## src/rtl/rpm_pkg.sv

```systemverilog
// rpm_pkg: shared definitions for the tachometer pulse generator.
//   RPM_CNT_W      - default width of period/high counters and config fields
//   RPM_MIN_PERIOD - default smallest legal period in clk cycles
//   rpm_state_t    - generator FSM states
//   rpm_cfg_t      - one period/high configuration pair at the default width
package rpm_pkg;

  localparam int RPM_CNT_W      = 32;
  localparam int RPM_MIN_PERIOD = 2;

  typedef enum logic [1:0] {
    IDLE = 2'd0,
    RUN  = 2'd1,
    STOP = 2'd2
  } rpm_state_t;

  typedef struct packed {
    logic [RPM_CNT_W-1:0] period;
    logic [RPM_CNT_W-1:0] high;
  } rpm_cfg_t;

endpackage

```

## src/rtl/rpm_cfg_shadow.sv

```systemverilog
// rpm_cfg_shadow: configuration handshake, legality check and the
// shadow/active register pair of the pulse generator.
// Ports:
//   clk, rst_n                  - clock, asynchronous active-low reset
//   cfg_period, cfg_high        - offered configuration
//   cfg_valid / cfg_ready       - offer handshake; cfg_ready means shadow empty
//   cfg_err                     - one-cycle strobe: accepted offer was illegal
//   apply                       - from the FSM: move shadow into active now
//   shadow_full                 - shadow holds a pending legal config
//   active_valid                - active config has been loaded since reset
//   active_period, active_high  - configuration currently driving the output
module rpm_cfg_shadow #(
  parameter int CNT_W      = 32,
  parameter int MIN_PERIOD = 2
) (
  input  logic             clk,
  input  logic             rst_n,
  input  logic [CNT_W-1:0] cfg_period,
  input  logic [CNT_W-1:0] cfg_high,
  input  logic             cfg_valid,
  output logic             cfg_ready,
  output logic             cfg_err,
  input  logic             apply,
  output logic             shadow_full,
  output logic             active_valid,
  output logic [CNT_W-1:0] active_period,
  output logic [CNT_W-1:0] active_high
);

  logic             accept;
  logic             legal;
  logic [CNT_W-1:0] shadow_period;
  logic [CNT_W-1:0] shadow_high;

  assign cfg_ready = ~shadow_full;
  assign accept    = cfg_valid & cfg_ready;
  assign legal     = (cfg_period >= CNT_W'(MIN_PERIOD)) &&
                     (cfg_high != '0) &&
                     (cfg_high < cfg_period);

  // Accept and apply are mutually exclusive (accept needs an empty shadow,
  // apply a full one), so an offer taken on a boundary cycle can never be
  // applied on that same boundary.
  always_ff @(posedge clk or negedge rst_n) begin
    if (!rst_n) begin
      shadow_full  <= 1'b0;
      active_valid <= 1'b0;
      cfg_err      <= 1'b0;
    end else begin
      cfg_err <= accept & ~legal;
      if (accept && legal) begin
        shadow_full <= 1'b1;
      end else if (apply) begin
        shadow_full  <= 1'b0;
        active_valid <= 1'b1;
      end
    end
  end

  // Config data needs no reset: it is qualified by shadow_full/active_valid.
  always_ff @(posedge clk) begin
    if (accept && legal) begin
      shadow_period <= cfg_period;
      shadow_high   <= cfg_high;
    end
    if (apply) begin
      active_period <= shadow_period;
      active_high   <= shadow_high;
    end
  end

endmodule

```

## src/rtl/rpm_pulse_gen.sv

```systemverilog
// rpm_pulse_gen: programmable tachometer pulse generator. Emits a pulse train
// whose rising edges are exactly active_period clk cycles apart with a high
// time of exactly active_high cycles. New configuration is double-buffered
// and only takes effect on a period boundary, so no runt pulses occur.
// Ports:
//   clk, rst_n            - clock, asynchronous active-low reset
//   enable                - level-sensitive run request (graceful stop on drop)
//   cfg_period, cfg_high  - offered configuration
//   cfg_valid / cfg_ready - offer handshake
//   cfg_err               - one-cycle strobe: offered config rejected
//   rpm_out               - registered pulse train
//   period_start          - one-cycle strobe with each rpm_out rising edge
//   busy                  - generator not idle
//   pulse_count           - only with RPM_GEN_PULSE_CNT_EN defined: count of
//                           period starts, wraps, holds while idle
module rpm_pulse_gen
  import rpm_pkg::*;
#(
  parameter int CNT_W      = RPM_CNT_W,
  parameter int MIN_PERIOD = RPM_MIN_PERIOD
) (
  input  logic             clk,
  input  logic             rst_n,
  input  logic             enable,
  input  logic [CNT_W-1:0] cfg_period,
  input  logic [CNT_W-1:0] cfg_high,
  input  logic             cfg_valid,
  output logic             cfg_ready,
  output logic             cfg_err,
  output logic             rpm_out,
  output logic             period_start,
  output logic             busy
`ifdef RPM_GEN_PULSE_CNT_EN
  ,
  output logic [CNT_W-1:0] pulse_count
`endif
);

  rpm_state_t       state_q, state_d;
  logic [CNT_W-1:0] cnt_q, cnt_d;
  logic             rpm_d;
  logic             ps_d;
  logic             apply;
  logic             boundary;
  logic             shadow_full;
  logic             active_valid;
  logic [CNT_W-1:0] active_period;
  logic [CNT_W-1:0] active_high;

  rpm_cfg_shadow #(
    .CNT_W      (CNT_W),
    .MIN_PERIOD (MIN_PERIOD)
  ) u_cfg (
    .clk           (clk),
    .rst_n         (rst_n),
    .cfg_period    (cfg_period),
    .cfg_high      (cfg_high),
    .cfg_valid     (cfg_valid),
    .cfg_ready     (cfg_ready),
    .cfg_err       (cfg_err),
    .apply         (apply),
    .shadow_full   (shadow_full),
    .active_valid  (active_valid),
    .active_period (active_period),
    .active_high   (active_high)
  );

  assign boundary = (cnt_q == active_period - 1'b1);
  assign busy     = (state_q != IDLE);

  always_ff @(posedge clk or negedge rst_n) begin
    if (!rst_n) begin
      state_q      <= IDLE;
      cnt_q        <= '0;
      rpm_out      <= 1'b0;
      period_start <= 1'b0;
    end else begin
      state_q      <= state_d;
      cnt_q        <= cnt_d;
      rpm_out      <= rpm_d;
      period_start <= ps_d;
    end
  end

  always_comb begin
    state_d = state_q;
    case (state_q)
      IDLE:    if (enable && active_valid) state_d = RUN;
      RUN:     if (boundary && !enable)    state_d = STOP;
      STOP:    state_d = IDLE;
      default: state_d = IDLE;
    endcase
  end

  // Next-cycle outputs. rpm_out is registered from the next count value; when
  // the count wraps to 0 the output is always high because any legal high
  // time is at least one cycle, whichever config is applied at that edge.
  always_comb begin
    cnt_d = '0;
    rpm_d = 1'b0;
    ps_d  = 1'b0;
    apply = 1'b0;
    case (state_q)
      IDLE: begin
        apply = shadow_full;
        if (state_d == RUN) begin
          rpm_d = 1'b1;
          ps_d  = 1'b1;
        end
      end
      RUN: begin
        if (boundary) begin
          apply = shadow_full;
          if (enable) begin
            rpm_d = 1'b1;
            ps_d  = 1'b1;
          end
        end else begin
          cnt_d = cnt_q + 1'b1;
          rpm_d = (cnt_d < active_high);
        end
      end
      default: ;
    endcase
  end

`ifdef RPM_GEN_PULSE_CNT_EN
  always_ff @(posedge clk or negedge rst_n) begin
    if (!rst_n) begin
      pulse_count <= '0;
    end else if (ps_d) begin
      pulse_count <= pulse_count + 1'b1;
    end
  end
`endif

endmodule

```

## config.mk

```make
export PLATFORM = sky130hd
export DESIGN_NAME = rpm_pulse_gen
export DESIGN_NICKNAME = d
export VERILOG_FILES = /design/src/rtl/rpm_pkg.sv /design/src/rtl/rpm_cfg_shadow.sv /design/src/rtl/rpm_pulse_gen.sv
export SDC_FILE = /design/constraint.sdc
export NUM_CORES = 1
export LEC_CHECK = 0
export BUFFER_PORTS_ARGS = -buffer_cell sky130_fd_sc_hd__buf_2
export CORE_ASPECT_RATIO = 1.75
export CORE_MARGIN = 10
export CORE_UTILIZATION = 50
export DETAILED_ROUTE_END_ITERATION = 7
export GPL_ROUTABILITY_DRIVEN = 0
export PLACE_DENSITY = 0.74
export SLEW_MARGIN = 10
export SYNTH_ARGS = -nofsm -noshare
export SYNTH_HDL_FRONTEND = slang
export SYNTH_SLANG_ARGS = --single-unit
```

## constraint.sdc

```tcl
create_clock -name clk -period 12.4 [get_ports clk]
set_input_delay 0.62 -clock clk [delete_from_list [all_inputs] [get_ports clk]]
set_output_delay 0.62 -clock clk [all_outputs]
set_load 0.02 [all_outputs]
```

==> metrics.md, run 1 <==
| Metric | Value |
|---|---|
| Status | complete, no violations |
| Sequential group share of total power | 0.498 |
| Least-Margin Pin Slew | 0.9416 ns |
| CTS tree | yes |
| Core area | 17,030 um2 |
| Longest Clk Path Bufs | 2 |
| WL met1 | between 7 and 8 mm |
| Final hold viol count | 0 |
| Max_cap viols | 0 |
| Latest clock arrival within the worst-skew pair | around 0.42 ns |
| Post-synthesis cell area | 8710 um2 |
| Cell-internal power | 0.9808 mW |
| Detail Route Antenna Nets | 0 |
| Mean post-synth cell area | between 10 and 15 um2 |
| Synth Area in Adders | 0.09194 |
| Met3 wire len | approximately 450 um |
| H-tree Lvls | 4 |
| # nets final | about 940 |
| Mux share of post-synthesis cell area | 0.002299 |
| Final worst slack | approximately 8.4 ns |
| Layout area overhead | 13.83% |
| Worst-path clk slew | around 0.070 ns |
| Synth Net Count | approximately 860 |
| Synth cell types | 62 |
| Sw Share | 0.2565 |
| Comb pwr share | 0.110 |
| DR WL/cell | approximately 17 um |
| I/O pins | 73 |
| TritonRoute pass-1 iters | 4 |
| Fmax | between 200 and 250 MHz |
| Worst slew margin | 0.3665 |
| Overall routed net length | around 18 mm |
| #FFs+latches synth | 167 |
| PwrDens | about 130 nW/um2 |
| Std-Cell Rows | 63 |
| CP arrival | ~4.4 ns |
| Ys flop type | edfxtp_1 |
| Initial antenna violation count | 0 |
| Gr usage total | 0.1610 |
| Dpl ws | ~8.4 ns |
| Final Setup Violations | 0 |
| Met2 WL post-DR | just under 10 mm |
| Share of post-route cells with drive strength above 1 | 0.1531 |
| Die Wd | 119.8 um |
| Clock share of power | 0.392 |
| Clk root buf | clkbuf_16 |
| Final Util | 0.5823 |
| Most frequent cell after synthesis | edfxtp_1 |
| HP Class | in2async |
| Min Hold Slack | approximately 0.31 ns |
| Sw power | roughly 0.34 mW |
| Sequential fraction of the synthesis area | 0.5534 |
| Worst Setup End Kind | register |
| Largest net degree at the start of global routing | 65 |
| CTS buffer count | 17 |
| VDD IR max | 0.09048 mV |
| YS warnings | 0 |
| Period minus WS final | 4.031 ns |
| Largest family of logic cells by synthesized area | simple AND/OR/NAND/NOR gates |
| Dpl hpwl | approximately 14 mm |
| Synth area leaders | edfxtp_1 44%, dfrtp_1 11%, ha_1 9.2%, xnor2_1 4.0%, inv_1 3.3% |
| Cell taking the most area after synthesis | edfxtp_1 |
| Die height | ~200 um |
| Setup CP Type | reg2reg |
| Period utilization | 0.3251 |
| Startpoint Class | register |
| CTS Hold Bufs | 0 |
| Leak | between 4 and 5 nW |
| Highest metal used | met4 |
| Initial Util | 0.5115 |
| Die area | 23,310 um2 |
| Antenna diode count | 0 |
| Setup TNS Final | 0 ns |
| Asr flop ratio synth | 0.2335 |
| Vias/cell | 5.477 |
| Gate Count Post-Synth | roughly 730 |
| Vias in the first global route | 6,170 |
| 1st-iter DRT viols | 217 |
| Critical path data required time | about 13 ns |
| Final Skew | 0.01152 ns |
| Final Slew Violations | 0 |
| Gates resized, CTS repair | 0 |
| EDFF count, synth | 128 |
| Vias post-DR | roughly 5,800 |
| Crit-path max FO | 7 |
| Input/output buffers | between 70 and 80 |
| First-pass GRT wire length | 30.07 mm |
| Commonest cells post-synth | 128 x edfxtp_1, 77 x inv_1, 64 x ha_1 |
| Post-CTS Setup Inserts | 0 |
| Clock Sinks | 167 |
| GRT overflow | 0 |
| # DRC | 0 |
| RSZ-0062 raised after global routing | false |
| Synth Area in XOR/XNOR | 0.07341 |
| Fillers | roughly 1,400 |
| Synth Area in Compound Gates | 0.07729 |
| Yosys top cell area share | 0.4413 |
| Synth Area in Simple Gates | 0.1619 |
| Power after layout | 1.319 mW |
[final timing paths]
check | cells after the start | endpoint | from | slack [ns]
worst max-delay path | 15 | rpm_out$_DFF_PN0_ | cnt_q[0]$_DFF_PN0_ | 8.37
worst min-delay path | 1 | cnt_q[5]$_DFF_PN0_ | rst_n | 0.31
worst max register to register | 15 | rpm_out$_DFF_PN0_ | cnt_q[0]$_DFF_PN0_ | 8.37
worst min register to register | 0 | u_cfg.active_high[5]$_DFFE_PP_ | u_cfg.shadow_high[5]$_DFFE_PP_ | 0.41
max in group asynchronous | 1 | state_q[1]$_DFF_PN0_ | rst_n | 11.51
min in group clk | 1 | u_cfg.shadow_period[0]$_DFFE_PP_ | cfg_period[0] | 0.39
[stage by stage]
step           cell area, um2  instances
2_1_floorplan            8710        727
3_3_place_gp             9334       1018
3_5_place_dp             9334       1018
4_1_cts                  9915       1050
5_1_grt                  9915       1050
6_report                 9915       1050
[critical path: stages (launching register included)]
cell       delay, ns
dfrtp_1         0.46
ha_1            0.34
inv_1           0.07
or4_1           0.57
nor2_1          0.27
and2_1          0.20
xor2_1          0.18
ha_1            0.26
a21oi_1         0.17
nor2b_1         0.06
a2111oi_0       0.43
o21bai_1        0.14
a21o_1          0.19
a21oi_1         0.18
a211oi_1        0.11
o41ai_2         0.30
[layout make-up]
type | count | area, um2 | share of cell area
clock inverter | 15 | 155.1 | 0.01565
tap | 227 | 284.0 | 0.02865
inverter | 77 | 289.0 | 0.02915
multi-input combinational | 472 | 3558 | 0.3589
sequential | 167 | 4820 | 0.4861
clock buffer | 17 | 425.4 | 0.04291
timing repair buffer | 75 | 382.9 | 0.03862
[sequential cells by signal (all words and copies together) (netlist names)]
signal               cells
cnt_q                   32
u_cfg.active_high       32
u_cfg.active_period     32
u_cfg.shadow_high       32
u_cfg.shadow_period     32
state_q                  2
period_start             1
rpm_out                  1
u_cfg.active_valid       1
u_cfg.cfg_err            1
u_cfg.shadow_full        1
[placed cells by master, fill, tap and decap left out, types with 5 or more instances in the layout]
master | netlist | final
or4_1 | 5 | 5
inv_6 | 0 | 5
and4_1 | 6 | 6
nor4_1 | 24 | 24
clkbuf_16 | 0 | 17
nand2_1 | 24 | 24
ha_1 | 64 | 64
a2111oi_0 | 5 | 5
nand4_1 | 30 | 30
nand3_1 | 17 | 17
a21oi_1 | 20 | 20
nor3_1 | 14 | 14
nor2_1 | 37 | 35
o21ai_0 | 16 | 16
xor2_1 | 33 | 33
edfxtp_1 | 128 | 128
buf_2 | 1 | 72
a21o_1 | 14 | 14
dfrtp_1 | 39 | 39
nor2b_1 | 39 | 39
xnor2_1 | 40 | 40
inv_1 | 77 | 77
and3_1 | 11 | 11
[cell families (layout without fill, tap and decap cells)]
logic type,after synthesis,in the layout
AND/OR/NAND/NOR,238,238
flip-flops,167,167
AO/OA/AOI/OAI,95,95
buffers and inverters,88,184
XOR/XNOR,73,73
adder cells (fa/ha/maj),64,64
multiplexers,2,2
[routing by layer]
layer  GRT usage  vias to the layer above
li1            -                     2839
met1      0.1697                     2743
met2      0.2955                      131
met3     0.02438                       38
met4     0.08766                        0
met5           0                        -
[power by group through the flow]
stage	sequential [mW]	combinational (mW)	clock, mW
after global routing	0.660	0.165	0.545
after global placement	0.669	0.140	0
final	0.657	0.146	0.517
after floorplan	0.661	0.0953	0
after CTS	0.657	0.148	0.523
after detailed placement	0.669	0.145	0
(Power assumes the default switching activity.)
==> inputs of run 2 (changes only) <==
--- a/config.mk
+++ b/config.mk
@@ -11,7 +11,7 @@
 export CORE_UTILIZATION = 50
 export DETAILED_ROUTE_END_ITERATION = 7
 export GPL_ROUTABILITY_DRIVEN = 0
-export PLACE_DENSITY = 0.74
+export PLACE_DENSITY = 0.76
 export SLEW_MARGIN = 10
 export SYNTH_ARGS = -nofsm -noshare
 export SYNTH_HDL_FRONTEND = slang
==> constraint.sdc (replaced) <==
create_clock -name clk -period 3.55 [get_ports clk]
set_input_delay 0.1775 -clock clk [delete_from_list [all_inputs] [get_ports clk]]
set_output_delay 0.1775 -clock clk [all_outputs]
set_load 0.02 [all_outputs]
==> metrics.md, run 2 (synthesis results as in run 1) <==
| Metric | Value |
|---|---|
| Fin area | 11,020 um2 (+11%) |
| R2r endpoint | rpm_out$_DFF_PN0_ |
| # nets final | 1,049 (+11%) |
| Startpoint Class | primary input |
| Critical path data required time | 3.67 ns (-9.06 ns) |
| Gr usage total | 0.1916 (+0.03061) |
| First-pass GRT wire length | 34.93 mm (+16%) |
| Highest-count cells in the layout ignoring fill and taps | 128 x edfxtp_1, 77 x inv_1, 72 x buf_2 |
| Overall routed net length | 22.56 mm (+24%) |
| Input/output buffers | 72 (unchanged) |
| Die Wd | 119.8 um (unchanged) |
| Vias/cell | 5.578 (+1.8%) |
| Final hold viol count | 0 (unchanged) |
| Worst r2r path cells | 14 (-1) |
| # DRC | 0 (unchanged) |
| 1st-iter DRT viols | 292 (+35%) |
| Period minus WS final | ~3.4 ns |
| Setup CP Type | in2reg |
| Final Setup Violations | 0 (unchanged) |
| CTS tree | yes |
| VDD IR max | 0.4529 mV (+400%) |
| CP arrival | 3.54 ns (-0.82 ns) |
| RSZ-0062 raised after global routing | false |
| Final Skew | 0.01286 ns (+0.001331 ns) |
| TritonRoute pass-1 iters | 5 (+1) |
| Period utilization | 0.9640 |
| Clock Sinks | 167 (unchanged) |
| Longest Clk Path Bufs | 2 (unchanged) |
| Worst-path clk slew | 0.06 ns (about the same) |
| Std-Cell Rows | 63 (unchanged) |
| FF-to-FF setup slack | 0.13 ns (-8.24 ns) |
| Commonest non-fill, non-tap cell in the layout | edfxtp_1 |
| Vias in the first global route | 6,797 (+10%) |
| Crit path top cell by count | a21o_1 |
| Worst setup startpoint | cfg_period[17] |
| Final Slew Violations | 0 (unchanged) |
| Power after layout | 4.775 mW (+260%) |
| Least-Margin Pin Slew | 0.9208 ns (-0.02078 ns) |
| Share of post-route cells with drive strength above 1 | 0.1946 (+0.04153) |
| PwrDens | 433.3 nW/um2 (+230%) |
| H-tree Lvls | 4 (unchanged) |
| Placed cell areas | 9678 um2 (+3.7%) |
| Die height | 194.6 um (unchanged) |
| Layout area overhead | 26.55% |
| Crit-path max FO | 22 (+15) |
| CP Cell Sequence | dlygate4sd3_1 -> buf_2 -> inv_1 -> ha_1 -> a21o_1 -> a21o_1 -> a21o_1 -> a2111oi_0 -> o31ai_1 -> a21oi_1 -> o21ai_0 -> nor2_4 -> buf_12 -> buf_12 |
| Initial Util | 0.5115 (unchanged) |
| HP Class | in2reg |
| Status | complete, no violations |
| Worst path max stage delay | 0.57 ns (about the same) |
| Core area | 17,030 um2 (unchanged) |
| Delay-heaviest family, CP | compound AO/OA/AOI/OAI gates |
| Largest net degree at the start of global routing | 65 (unchanged) |
| Die area | 23,310 um2 (unchanged) |
| Initial antenna violation count | 1 (+1) |
| Setup TNS Final | 0 ns (unchanged) |
| Final Util | 0.6473 (+0.06504) |
| Detail Route Antenna Nets | 0 (unchanged) |
| CTS buffer count | 17 (unchanged) |
| Clk root buf | clkbuf_16 |
| Vias post-DR | 6,459 (+12%) |
| Reg-to-Reg Start | cnt_q[1]$_DFF_PN0_ |
| CP bufs+invs | 5 (+4) |
| GRT overflow | 0 (unchanged) |
| Max_cap viols | 0 (unchanged) |
| Latest clock arrival within the worst-skew pair | 0.43 ns (about the same) |
| Dpl hpwl | 15.07 mm (+6.9%) |
| Worst Setup End Kind | register |
| Slowest CP cell | a2111oi_0 |
| I/O pins | 73 (unchanged) |
| Critical Path Sink | u_cfg.shadow_period[1]$_DFFE_PP_ |
| Leak | 4.666 nW (+12%) |
| Cell count along the critical path | 14 (-1) |
| DR WL/cell | 19.48 um (+12%) |
| Fmax | roughly 300 MHz |
| Worst slew margin | 0.3861 (+0.01964) |
==> run 2: cell count changes in the layout (fill, tap and decap cells not counted), sizes merged <==
cell	previous run	this run
dlygate4sd3	0	64
buf	75	117
clkbuf	17	25
inv	86	79
bufinv	1	0
clkinvlp	3	4
diode	0	1
==> run 2: tightest hold or removal path: cells and delay by family <==
family	cells	cell delay, ns
buffers and inverters	1	0.09
and+or+nand+nor	2	0.20
==> run 2: power by group <==
part | total [mW] | leakage, nW | switching, mW | internal, mW
clock | 1.78 | 0.270 | 0.760 | 1.02
combinational | 0.739 | 2.73 | 0.393 | 0.346
sequential | 2.25 | 1.67 | 0.0391 | 2.22
total | 4.78 | 4.67 | 1.19 | 3.58
==> run 2: worst min path at each step <==
stage	startpoint	endpoint	cells after the start	slack, ns
2_1_floorplan	rst_n	cnt_q[0]$_DFF_PN0_	0	-0.12
3_3_place_gp	rst_n	cnt_q[7]$_DFF_PN0_	1	0.34
3_5_place_dp	rst_n	cnt_q[5]$_DFF_PN0_	1	0.35
4_1_cts	cfg_valid	u_cfg.cfg_err$_DFF_PN0_	3	0.07
5_1_grt	cfg_valid	u_cfg.cfg_err$_DFF_PN0_	3	0.09
6_report	cfg_valid	u_cfg.cfg_err$_DFF_PN0_	3	0.09
==> run 2: stage by stage <==
step / setup slack (ns) / hold WS (ns) / std cells
finish: 0.1278 / 0.08857 / 1158
global placement: 0.06158 / 0.3401 / 1056
floorplan: -0.2740 / -0.1181 / 727
detailed placement: -0.02312 / 0.3523 / 1056
CTS: 0.01980 / 0.07065 / 1152
global route: 0.007593 / 0.08899 / 1158
==> run 2: cell type report <==
class                      count  area, um2
fill                        1231       6005
sequential                   167       4820
multi-input combinational    472       3637
timing repair buffer         182       1414
clock buffer                  24      514.2
inverter                      77      289.0
tap                          227      284.0
clock inverter                 8      61.31
antenna                        1      2.502
==> run 2: what timing repair did <==
item	CTS	global route
setup buffers	0	4
resized for setup	3	11
hold buffers	64	0
gates cloned	0	1
setup endpoints to repair	1	87
endpoints found under the hold margin	102	0
pin swaps	0	4
==> run 2: metal layers <==
layer  vias to the layer above  wire length (um)  GRT usage
met5                         -                 0          0
met4                         0              1079     0.1114
met3                        61               949    0.03511
met2                       212             12330     0.3585
met1                      3116              8201     0.1891
li1                       3070                 -          -
